==> src/rtl/wb_xbar_pkg.sv <==
// Shared definitions for the Wishbone crossbar.
// Provides:
//   - the default address map (ROM 0x0000, RAM 0x1000, IO 0x8000, 4 KiB windows)
//   - the per-slave arbiter state encoding
//   - the read-data value returned with an error (all zeros)
package wb_xbar_pkg;

    localparam logic [15:0] ROM_BASE = 16'h0000;
    localparam logic [15:0] RAM_BASE = 16'h1000;
    localparam logic [15:0] IO_BASE  = 16'h8000;
    localparam logic [15:0] WIN_MASK = 16'hF000;

    // Slave 0 sits in the least significant bits of the packed vectors.
    localparam logic [47:0] DEF_SLV_BASE = {IO_BASE, RAM_BASE, ROM_BASE};
    localparam logic [47:0] DEF_SLV_MASK = {WIN_MASK, WIN_MASK, WIN_MASK};

    typedef enum logic {
        ST_IDLE  = 1'b0,
        ST_OWNED = 1'b1
    } arb_state_e;

    // Each bit of the read data returned on an error or to an ungranted master.
    localparam logic ERR_RDATA_BIT = 1'b0;

endpackage

==> src/rtl/wb_rr_arb.sv <==
// Round-robin arbiter for one crossbar slave.
// Ports:
//   clk, rst_n   clock and asynchronous active-low reset
//   req[NM]      masters currently addressing this slave
//   release_req  owner has dropped cyc (or the watchdog fired)
//   grant[NM]    registered one-hot grant, all zero when idle
//   owner        index of the master that owns (or last owned) the slave
//   ptr          rotating priority pointer, first master considered when idle
module wb_rr_arb
    import wb_xbar_pkg::*;
#(
    parameter int NM = 3,
    parameter int IW = 2
) (
    input  logic          clk,
    input  logic          rst_n,
    input  logic [NM-1:0] req,
    input  logic          release_req,
    output logic [NM-1:0] grant,
    output logic [IW-1:0] owner,
    output logic [IW-1:0] ptr
);

    arb_state_e    state_r, state_n;
    logic [IW-1:0] owner_r, owner_n;
    logic [IW-1:0] ptr_r, ptr_n;
    logic [NM-1:0] grant_r, grant_n;
    logic [IW-1:0] pick_s;
    logic          pick_vld_s;

    // Pick the first requester at or after the pointer; scanning farthest
    // first lets the nearest requester overwrite the choice.
    always_comb begin
        logic [IW:0] sum;
        logic [IW-1:0] idx;
        pick_s     = ptr_r;
        pick_vld_s = 1'b0;
        sum        = '0;
        idx        = '0;
        for (int off = NM - 1; off >= 0; off--) begin
            sum = {1'b0, ptr_r} + (IW+1)'(off);
            if (sum >= (IW+1)'(NM)) begin
                idx = IW'(sum - (IW+1)'(NM));
            end else begin
                idx = sum[IW-1:0];
            end
            if (req[idx]) begin
                pick_s     = idx;
                pick_vld_s = 1'b1;
            end else begin
                pick_vld_s = pick_vld_s;
            end
        end
    end

    // Next-state logic; the pointer only moves on a release.
    always_comb begin
        state_n = state_r;
        owner_n = owner_r;
        ptr_n   = ptr_r;
        case (state_r)
            ST_IDLE: begin
                if (pick_vld_s) begin
                    state_n = ST_OWNED;
                    owner_n = pick_s;
                end else begin
                    state_n = ST_IDLE;
                end
            end
            ST_OWNED: begin
                if (release_req) begin
                    state_n = ST_IDLE;
                    if (owner_r == IW'(NM - 1)) begin
                        ptr_n = '0;
                    end else begin
                        ptr_n = owner_r + IW'(1);
                    end
                end else begin
                    state_n = ST_OWNED;
                end
            end
            default: begin
                state_n = ST_IDLE;
            end
        endcase
        grant_n = '0;
        if (state_n == ST_OWNED) begin
            grant_n[owner_n] = 1'b1;
        end else begin
            grant_n = '0;
        end
    end

    // State, owner, pointer and grant registers.
    always_ff @(posedge clk or negedge rst_n) begin
        if (!rst_n) begin
            state_r <= ST_IDLE;
            owner_r <= '0;
            ptr_r   <= '0;
            grant_r <= '0;
        end else begin
            state_r <= state_n;
            owner_r <= owner_n;
            ptr_r   <= ptr_n;
            grant_r <= grant_n;
        end
    end

    assign grant = grant_r;
    assign owner = owner_r;
    assign ptr   = ptr_r;

endmodule

==> src/rtl/wb_xbar.sv <==
// NM x NS classic Wishbone crossbar with one round-robin arbiter per slave.
// Ports:
//   sys_clk, sys_rst            clock, asynchronous active-low reset
//   m_cyc_i/m_stb_i/m_we_i      master cycle, strobe, write enable (NM)
//   m_addr_i/m_data_i           master address (NM*AW) and write data (NM*DW)
//   m_ack_o/m_err_o/m_stall_o   master ack, error (decode miss or timeout), stall
//   m_data_o                    master read data (NM*DW), zero when not granted
//   s_cyc_o/s_stb_o/s_we_o      slave cycle, strobe, write enable (NS)
//   s_addr_o/s_data_o           slave address (NS*AW) and write data (NS*DW)
//   s_ack_i/s_data_i            slave ack (NS) and read data (NS*DW)
// Optional feature macro: WB_XBAR_TIMEOUT_EN adds a per-slave watchdog that
// errors and releases a transfer whose strobe goes unacknowledged for
// TIMEOUT cycles.
module wb_xbar
    import wb_xbar_pkg::*;
#(
    parameter int NM = 3,
    parameter int NS = 3,
    parameter int AW = 16,
    parameter int DW = 32,
    parameter logic [NS*AW-1:0] SLV_BASE = DEF_SLV_BASE,
    parameter logic [NS*AW-1:0] SLV_MASK = DEF_SLV_MASK,
    parameter int TIMEOUT = 255
) (
    input  logic             sys_clk,
    input  logic             sys_rst,
    input  logic [NM-1:0]    m_cyc_i,
    input  logic [NM-1:0]    m_stb_i,
    input  logic [NM-1:0]    m_we_i,
    input  logic [NM*AW-1:0] m_addr_i,
    input  logic [NM*DW-1:0] m_data_i,
    output logic [NM-1:0]    m_ack_o,
    output logic [NM-1:0]    m_err_o,
    output logic [NM-1:0]    m_stall_o,
    output logic [NM*DW-1:0] m_data_o,
    output logic [NS-1:0]    s_cyc_o,
    output logic [NS-1:0]    s_stb_o,
    output logic [NS-1:0]    s_we_o,
    output logic [NS*AW-1:0] s_addr_o,
    output logic [NS*DW-1:0] s_data_o,
    input  logic [NS-1:0]    s_ack_i,
    input  logic [NS*DW-1:0] s_data_i
);

    localparam int IW = (NM > 1) ? $clog2(NM) : 1;
    localparam int SW = (NS > 1) ? $clog2(NS) : 1;

    logic [NM-1:0] hit_any_s, req_s, miss_s, blocked_s, to_hit_s;
    logic [SW-1:0] sel_s [NM];
    logic [NM-1:0] arb_req_s [NS];
    logic [NM-1:0] grant_s [NS];
    logic [IW-1:0] owner_s [NS];
    logic [IW-1:0] ptr_s [NS];
    logic [NS-1:0] owned_s, release_s, tmo_s;
    logic [NM-1:0] err_r, miss_seen_r;

    // Address decode: scan from the highest slave down so the lowest match wins.
    always_comb begin
        logic          hit;
        logic [SW-1:0] sel;
        for (int i = 0; i < NM; i++) begin
            hit = 1'b0;
            sel = '0;
            for (int j = NS - 1; j >= 0; j--) begin
                if ((m_addr_i[i*AW +: AW] & SLV_MASK[j*AW +: AW]) == SLV_BASE[j*AW +: AW]) begin
                    hit = 1'b1;
                    sel = SW'(j);
                end else begin
                    hit = hit;
                end
            end
            hit_any_s[i] = hit;
            sel_s[i]     = sel;
            req_s[i]     = m_cyc_i[i] & m_stb_i[i] & hit & ~blocked_s[i];
            miss_s[i]    = m_cyc_i[i] & m_stb_i[i] & ~hit;
        end
    end

    // Route each decoded request to the arbiter of its target slave.
    always_comb begin
        for (int j = 0; j < NS; j++) begin
            for (int i = 0; i < NM; i++) begin
                arb_req_s[j][i] = req_s[i] & (sel_s[i] == SW'(j));
            end
        end
    end

    for (genvar j = 0; j < NS; j++) begin : g_arb
        wb_rr_arb #(
            .NM (NM),
            .IW (IW)
        ) u_arb (
            .clk         (sys_clk),
            .rst_n       (sys_rst),
            .req         (arb_req_s[j]),
            .release_req (release_s[j]),
            .grant       (grant_s[j]),
            .owner       (owner_s[j]),
            .ptr         (ptr_s[j])
        );
        assign owned_s[j]   = |grant_s[j];
        assign release_s[j] = (owned_s[j] & ~m_cyc_i[owner_s[j]]) | tmo_s[j];
    end

    // Slave-side mux: the owner's signals pass straight through, idle slaves see zeros.
    always_comb begin
        s_cyc_o  = '0;
        s_stb_o  = '0;
        s_we_o   = '0;
        s_addr_o = '0;
        s_data_o = '0;
        for (int j = 0; j < NS; j++) begin
            if (owned_s[j]) begin
                s_cyc_o[j]           = m_cyc_i[owner_s[j]];
                s_stb_o[j]           = m_stb_i[owner_s[j]];
                s_we_o[j]            = m_we_i[owner_s[j]];
                s_addr_o[j*AW +: AW] = m_addr_i[owner_s[j]*AW +: AW];
                s_data_o[j*DW +: DW] = m_data_i[owner_s[j]*DW +: DW];
            end else begin
                s_cyc_o[j] = 1'b0;
            end
        end
    end

    // Master-side return path: ack and read data from whichever slave granted it.
    always_comb begin
        m_ack_o   = '0;
        m_data_o  = {(NM*DW){ERR_RDATA_BIT}};
        m_stall_o = '0;
        for (int i = 0; i < NM; i++) begin
            for (int j = 0; j < NS; j++) begin
                m_ack_o[i]           = m_ack_o[i] | (s_ack_i[j] & grant_s[j][i]);
                m_data_o[i*DW +: DW] = m_data_o[i*DW +: DW] | (s_data_i[j*DW +: DW] & {DW{grant_s[j][i]}});
            end
            m_stall_o[i] = req_s[i] & ~grant_s[sel_s[i]][i];
        end
    end

    // Error pulse: one cycle per decode miss (re-armed only when stb drops) or timeout.
    always_ff @(posedge sys_clk or negedge sys_rst) begin
        if (!sys_rst) begin
            err_r       <= '0;
            miss_seen_r <= '0;
        end else begin
            err_r       <= (miss_s & ~miss_seen_r) | to_hit_s;
            miss_seen_r <= miss_s;
        end
    end

    assign m_err_o = err_r;

`ifdef WB_XBAR_TIMEOUT_EN
    localparam int CW = 16;

    logic [CW-1:0] wd_r [NS];
    logic [NM-1:0] blocked_r;

    // Watchdog fires on the last unacknowledged strobe cycle; the owner is
    // also flagged so the err pulse lines up with the release edge.
    always_comb begin
        tmo_s    = '0;
        to_hit_s = '0;
        for (int j = 0; j < NS; j++) begin
            if (owned_s[j] && s_stb_o[j] && !s_ack_i[j] && (wd_r[j] == CW'(TIMEOUT - 1))) begin
                tmo_s[j] = 1'b1;
            end else begin
                tmo_s[j] = 1'b0;
            end
        end
        for (int i = 0; i < NM; i++) begin
            for (int j = 0; j < NS; j++) begin
                to_hit_s[i] = to_hit_s[i] | (tmo_s[j] & grant_s[j][i]);
            end
        end
    end

    // Per-slave watchdog counters: count stalled strobes, clear on ack or release.
    always_ff @(posedge sys_clk or negedge sys_rst) begin
        if (!sys_rst) begin
            for (int j = 0; j < NS; j++) begin
                wd_r[j] <= '0;
            end
        end else begin
            for (int j = 0; j < NS; j++) begin
                if (!owned_s[j] || s_ack_i[j] || release_s[j]) begin
                    wd_r[j] <= '0;
                end else if (s_stb_o[j]) begin
                    wd_r[j] <= wd_r[j] + CW'(1);
                end else begin
                    wd_r[j] <= wd_r[j];
                end
            end
        end
    end

    // A timed-out master stays locked out until it ends its bus cycle.
    always_ff @(posedge sys_clk or negedge sys_rst) begin
        if (!sys_rst) begin
            blocked_r <= '0;
        end else begin
            for (int i = 0; i < NM; i++) begin
                if (!m_cyc_i[i]) begin
                    blocked_r[i] <= 1'b0;
                end else if (to_hit_s[i]) begin
                    blocked_r[i] <= 1'b1;
                end else begin
                    blocked_r[i] <= blocked_r[i];
                end
            end
        end
    end

    assign blocked_s = blocked_r;
`else
    assign tmo_s     = '0;
    assign to_hit_s  = '0;
    assign blocked_s = '0;
`endif

endmodule

==> config.mk <==
export PLATFORM = sky130hd
export DESIGN_NAME = wb_xbar
export DESIGN_NICKNAME = d
export VERILOG_FILES = /design/src/rtl/wb_xbar_pkg.sv /design/src/rtl/wb_rr_arb.sv /design/src/rtl/wb_xbar.sv
export SDC_FILE = /design/constraint.sdc
export NUM_CORES = 1
export LEC_CHECK = 0
export CAP_MARGIN = 20
export CORE_AREA = 5 5 198 200
export CTS_BUF_LIST = sky130_fd_sc_hd__clkbuf_4 sky130_fd_sc_hd__clkbuf_8
export CTS_CLUSTER_DIAMETER = 80
export DETAILED_ROUTE_END_ITERATION = 7
export DIE_AREA = 0 0 203 205
export PLACE_DENSITY = 0.57
export SLEW_MARGIN = 20
export SYNTH_ARGS = -nofsm -noshare
export SYNTH_HDL_FRONTEND = slang
export SYNTH_SLANG_ARGS = --single-unit
==> constraint.sdc <==
create_clock -name sys_clk -period 2.4 [get_ports sys_clk]
set_input_delay 0.6 -clock sys_clk [delete_from_list [all_inputs] [get_ports sys_clk]]
set_output_delay 0.6 -clock sys_clk [all_outputs]
set_load 0.02 [all_outputs]
==> flow_summary.json <==
{
  "setup_ws_ns": -0.157,
  "synth-seq-area-share_pct": 9.96,
  "power.leakage_nw": 7.73,
  "dpl.hpwl_um": 41000,
  "routed_wl_um": 56700,
  "r2r-start": "g_arb[0].u_arb.owner[1]$_DFF_PN0_",
  "dr.pass1.iters": 8,
  "r2r-end": "g_arb[0].u_arb.ptr[1]$_DFFE_PN0P_",
  "synth_top_flop_cell": "dfrtp_1",
  "required_ns": 1.80,
  "clock-skew-final_ns": 0.0173,
  "hold_violations": 0,
  "io_buffers": 511,
  "grt.total_usage_pct": 24.5,
  "ant_nets": 0,
  "status": "finished with violations",
  "cts_buffers": 5,
  "core-area_sq_mm": 0.0372,
  "setup_viol_count_final": 78,
  "endpoint_kind": "output pin",
  "cts.sinks": 30,
  "whs_endpoint": "m_err_o[0]$_DFF_PN0_",
  "grt_pass1_vias": 12582,
  "cts_buffer_depth": 2,
  "cts.clk_slew.worst_paths_ns": 0.09,
  "clockRootBuffer": "clkbuf_8",
  "holdPathStages": 1,
  "die-area_sq_mm": 0.0416,
  "max-cap-violations": 0,
  "overflow": 0,
  "fp.dieW_um": 203,
  "hold_buffers": 0,
  "crit_path_start_kind": "flop",
  "regToRegSetupSlack_ns": 0.05,
  "tightest_slew_ns": 0.463,
  "critPathArrivalTime_ns": 1.96,
  "crit_path_max_fanout": 6,
  "critPathKind": "flop to output pin",
  "insertion_delay_ns": 0.29,
  "dr_total_vias": 12676,
  "worstHoldPathType": "flop to flop",
  "h-tree-depth": 2,
  "min_from": "miss_seen_r[0]$_DFF_PN0_",
  "peakVddDrop_uv": 750,
  "async_flop_share_pct": 100,
  "violations": "setup timing",
  "power_w": 0.0203,
  "layout_common_cells": "nor2_1 (300), buf_4 (296), clkdlybuf4s50_1 (228)",
  "ys_ff_latch": 30,
  "syn_area_sq_mm": 0.00754,
  "io_pins": 512,
  "final_nets": 2173,
  "slew_headroom_pct": 69.2,
  "rsz0062_at_grt": "yes",
  "die_h_um": 205,
  "syn_avg_cell_area_sq_um": 6.28,
  "cts_tree": "built",
  "max_freq_mhz": 391,
  "synth.distinct_cells": 62,
  "yosys_warnings": 0,
  "area_growth_pct": 115,
  "grt_max_degree": 55,
  "postSynthNetCount": 1461,
  "finalMaxSlewViolations": 0,
  "gp_congestion": 0.950,
  "fp-row-count": 71,
  "viasPerCell": 5.29,
  "initial_core_util_pct": 20.2,
  "antenna_found_initial": 13,
  "min_period_ns": 2.56,
  "layout-drive-gt1-share_pct": 37.5,
  "p_per_area_mw_per_mm2": 1250,
  "initialDrtViolationCount": 1387,
  "syn_inst": 1201,
  "wl_per_cell_um": 23.6,
  "final_common_cell": "nor2_1",
  "grt_pass1_wl_um": 79000,
  "dp_slack_ns": -0.948,
  "drc": 0,
  "synth_edf_count": 0,
  "r2r_cells": 11,
  "finalCritPeriodShare_pct": 107
}
## worst max-delay path by stage
stage	start	to	slack, ns	depth (start not counted)
after global routing	g_arb[1].u_arb.owner[1]$_DFF_PN0_	s_cyc_o[1]	-0.21	8
after detailed placement	m_addr_i[13]	m_stall_o[0]	-0.95	5
final	g_arb[1].u_arb.owner[1]$_DFF_PN0_	s_cyc_o[1]	-0.16	8
after CTS	g_arb[1].u_arb.owner[1]$_DFF_PN0_	s_addr_o[30]	-0.18	8
after global placement	m_addr_i[13]	m_stall_o[0]	-0.93	5
after floorplan	m_addr_i[30]	g_arb[0].u_arb.grant[0]$_DFF_PN0_	-0.04	7
## timing repair
item | in CTS | in global routing
pin swaps | 69 | 136
setup buffers | 59 | 39
gates resized for setup | 911 | 355
setup endpoints to repair | 268 | 254
gates cloned | 9 | 5
## per-stage QoR
stage               utilization, %  instance area, sq um  setup TNS (ns)  std cells  hold slack (ns)
floorplan                        -                  7550         -0.0677       1201            0.304
global placement              40.1                 14900          -75.89       2291            0.384
detailed placement            40.1                 14900          -78.36       2291            0.392
CTS                           42.5                 15800           -6.23       2358            0.404
global route                  43.6                 16200          -11.85       2397            0.411
finish                        43.6                 16200           -3.80       2397            0.403
## power by group
group / total (W) / internal [W] / switching [W]
Combinational: 0.0189 / 0.00855 / 0.0104
Clock: 0.000468 / 0.000243 / 0.000224
Sequential: 0.000937 / 0.000688 / 0.000249
## sequential cells by signal, indices dropped and copies added (netlist names)
register	count
g_arb.u_arb.grant	9
g_arb.u_arb.state_r	3
m_err_o	3
g_arb.u_arb.ptr	6
g_arb.u_arb.owner	6
miss_seen_r	3
## final cells by class
cell class / instances / area (sq um)
clock buffer: 7 / 90.1
inverter: 116 / 439
timing repair buffer: 830 / 7810
tap: 474 / 593
sequential: 30 / 769
clock inverter: 1 / 5.00
multi-input combinational: 930 / 6490
antenna: 9 / 22.5
fill: 3875 / 21000
## kinds of logic after synthesis
group / share of synthesized area, %
adder cells (fa/ha/maj): 1.28
AO/OA/AOI/OAI: 32.2
multiplexers: 21.1
AND/OR/NAND/NOR: 23.5
buffers and inverters: 12.0
flip-flops: 9.96
## Yosys cell counts (all sizes together) (3+ instances only)
library cell / number / area (sq um)
inv: 116 / 435
nor2b: 9 / 56.3
nand2: 25 / 93.8
nor4bb: 4 / 40.0
a32oi: 3 / 26.3
nor2: 327 / 1230
nand3: 8 / 40.0
o21ai: 17 / 85.1
dfrtp: 30 / 751
a21boi: 3 / 22.5
a31oi: 6 / 37.5
nor3: 21 / 105
a21oi: 171 / 856
mux2: 5 / 56.3
ha: 6 / 75.1
clkbuf: 110 / 413
a211oi: 8 / 65.1
buf: 15 / 58.8
mux2i: 153 / 1530
a222oi: 99 / 991
nand4bb: 3 / 33.8
or3: 3 / 18.8
nand2b: 9 / 56.3
a2111oi: 3 / 63.8
o31ai: 4 / 30.0
o41ai: 3 / 26.3
## routing by layer
| metal | wire length, um | vias up | track usage, % |
|---|---|---|---|
| li1 | - | 5781 | - |
| met3 | 4800 | 109 | 6.52 |
| met5 | 0 | - | 0 |
| met4 | 2430 | 0 | 11.1 |
| met1 | 21500 | 6108 | 28.0 |
| met2 | 27900 | 678 | 42.8 |
## worst max-delay path: stages (launching register included)
cell and delay, ns:
dfrtp_4 0.53, buf_12 0.17, buf_8 0.12, buf_8 0.13, mux2i_2 0.16, nor2_1 0.08
a21oi_2 0.20, nor2_1 0.09, buf_4 0.17
Power figures use the tool's default switching activity.
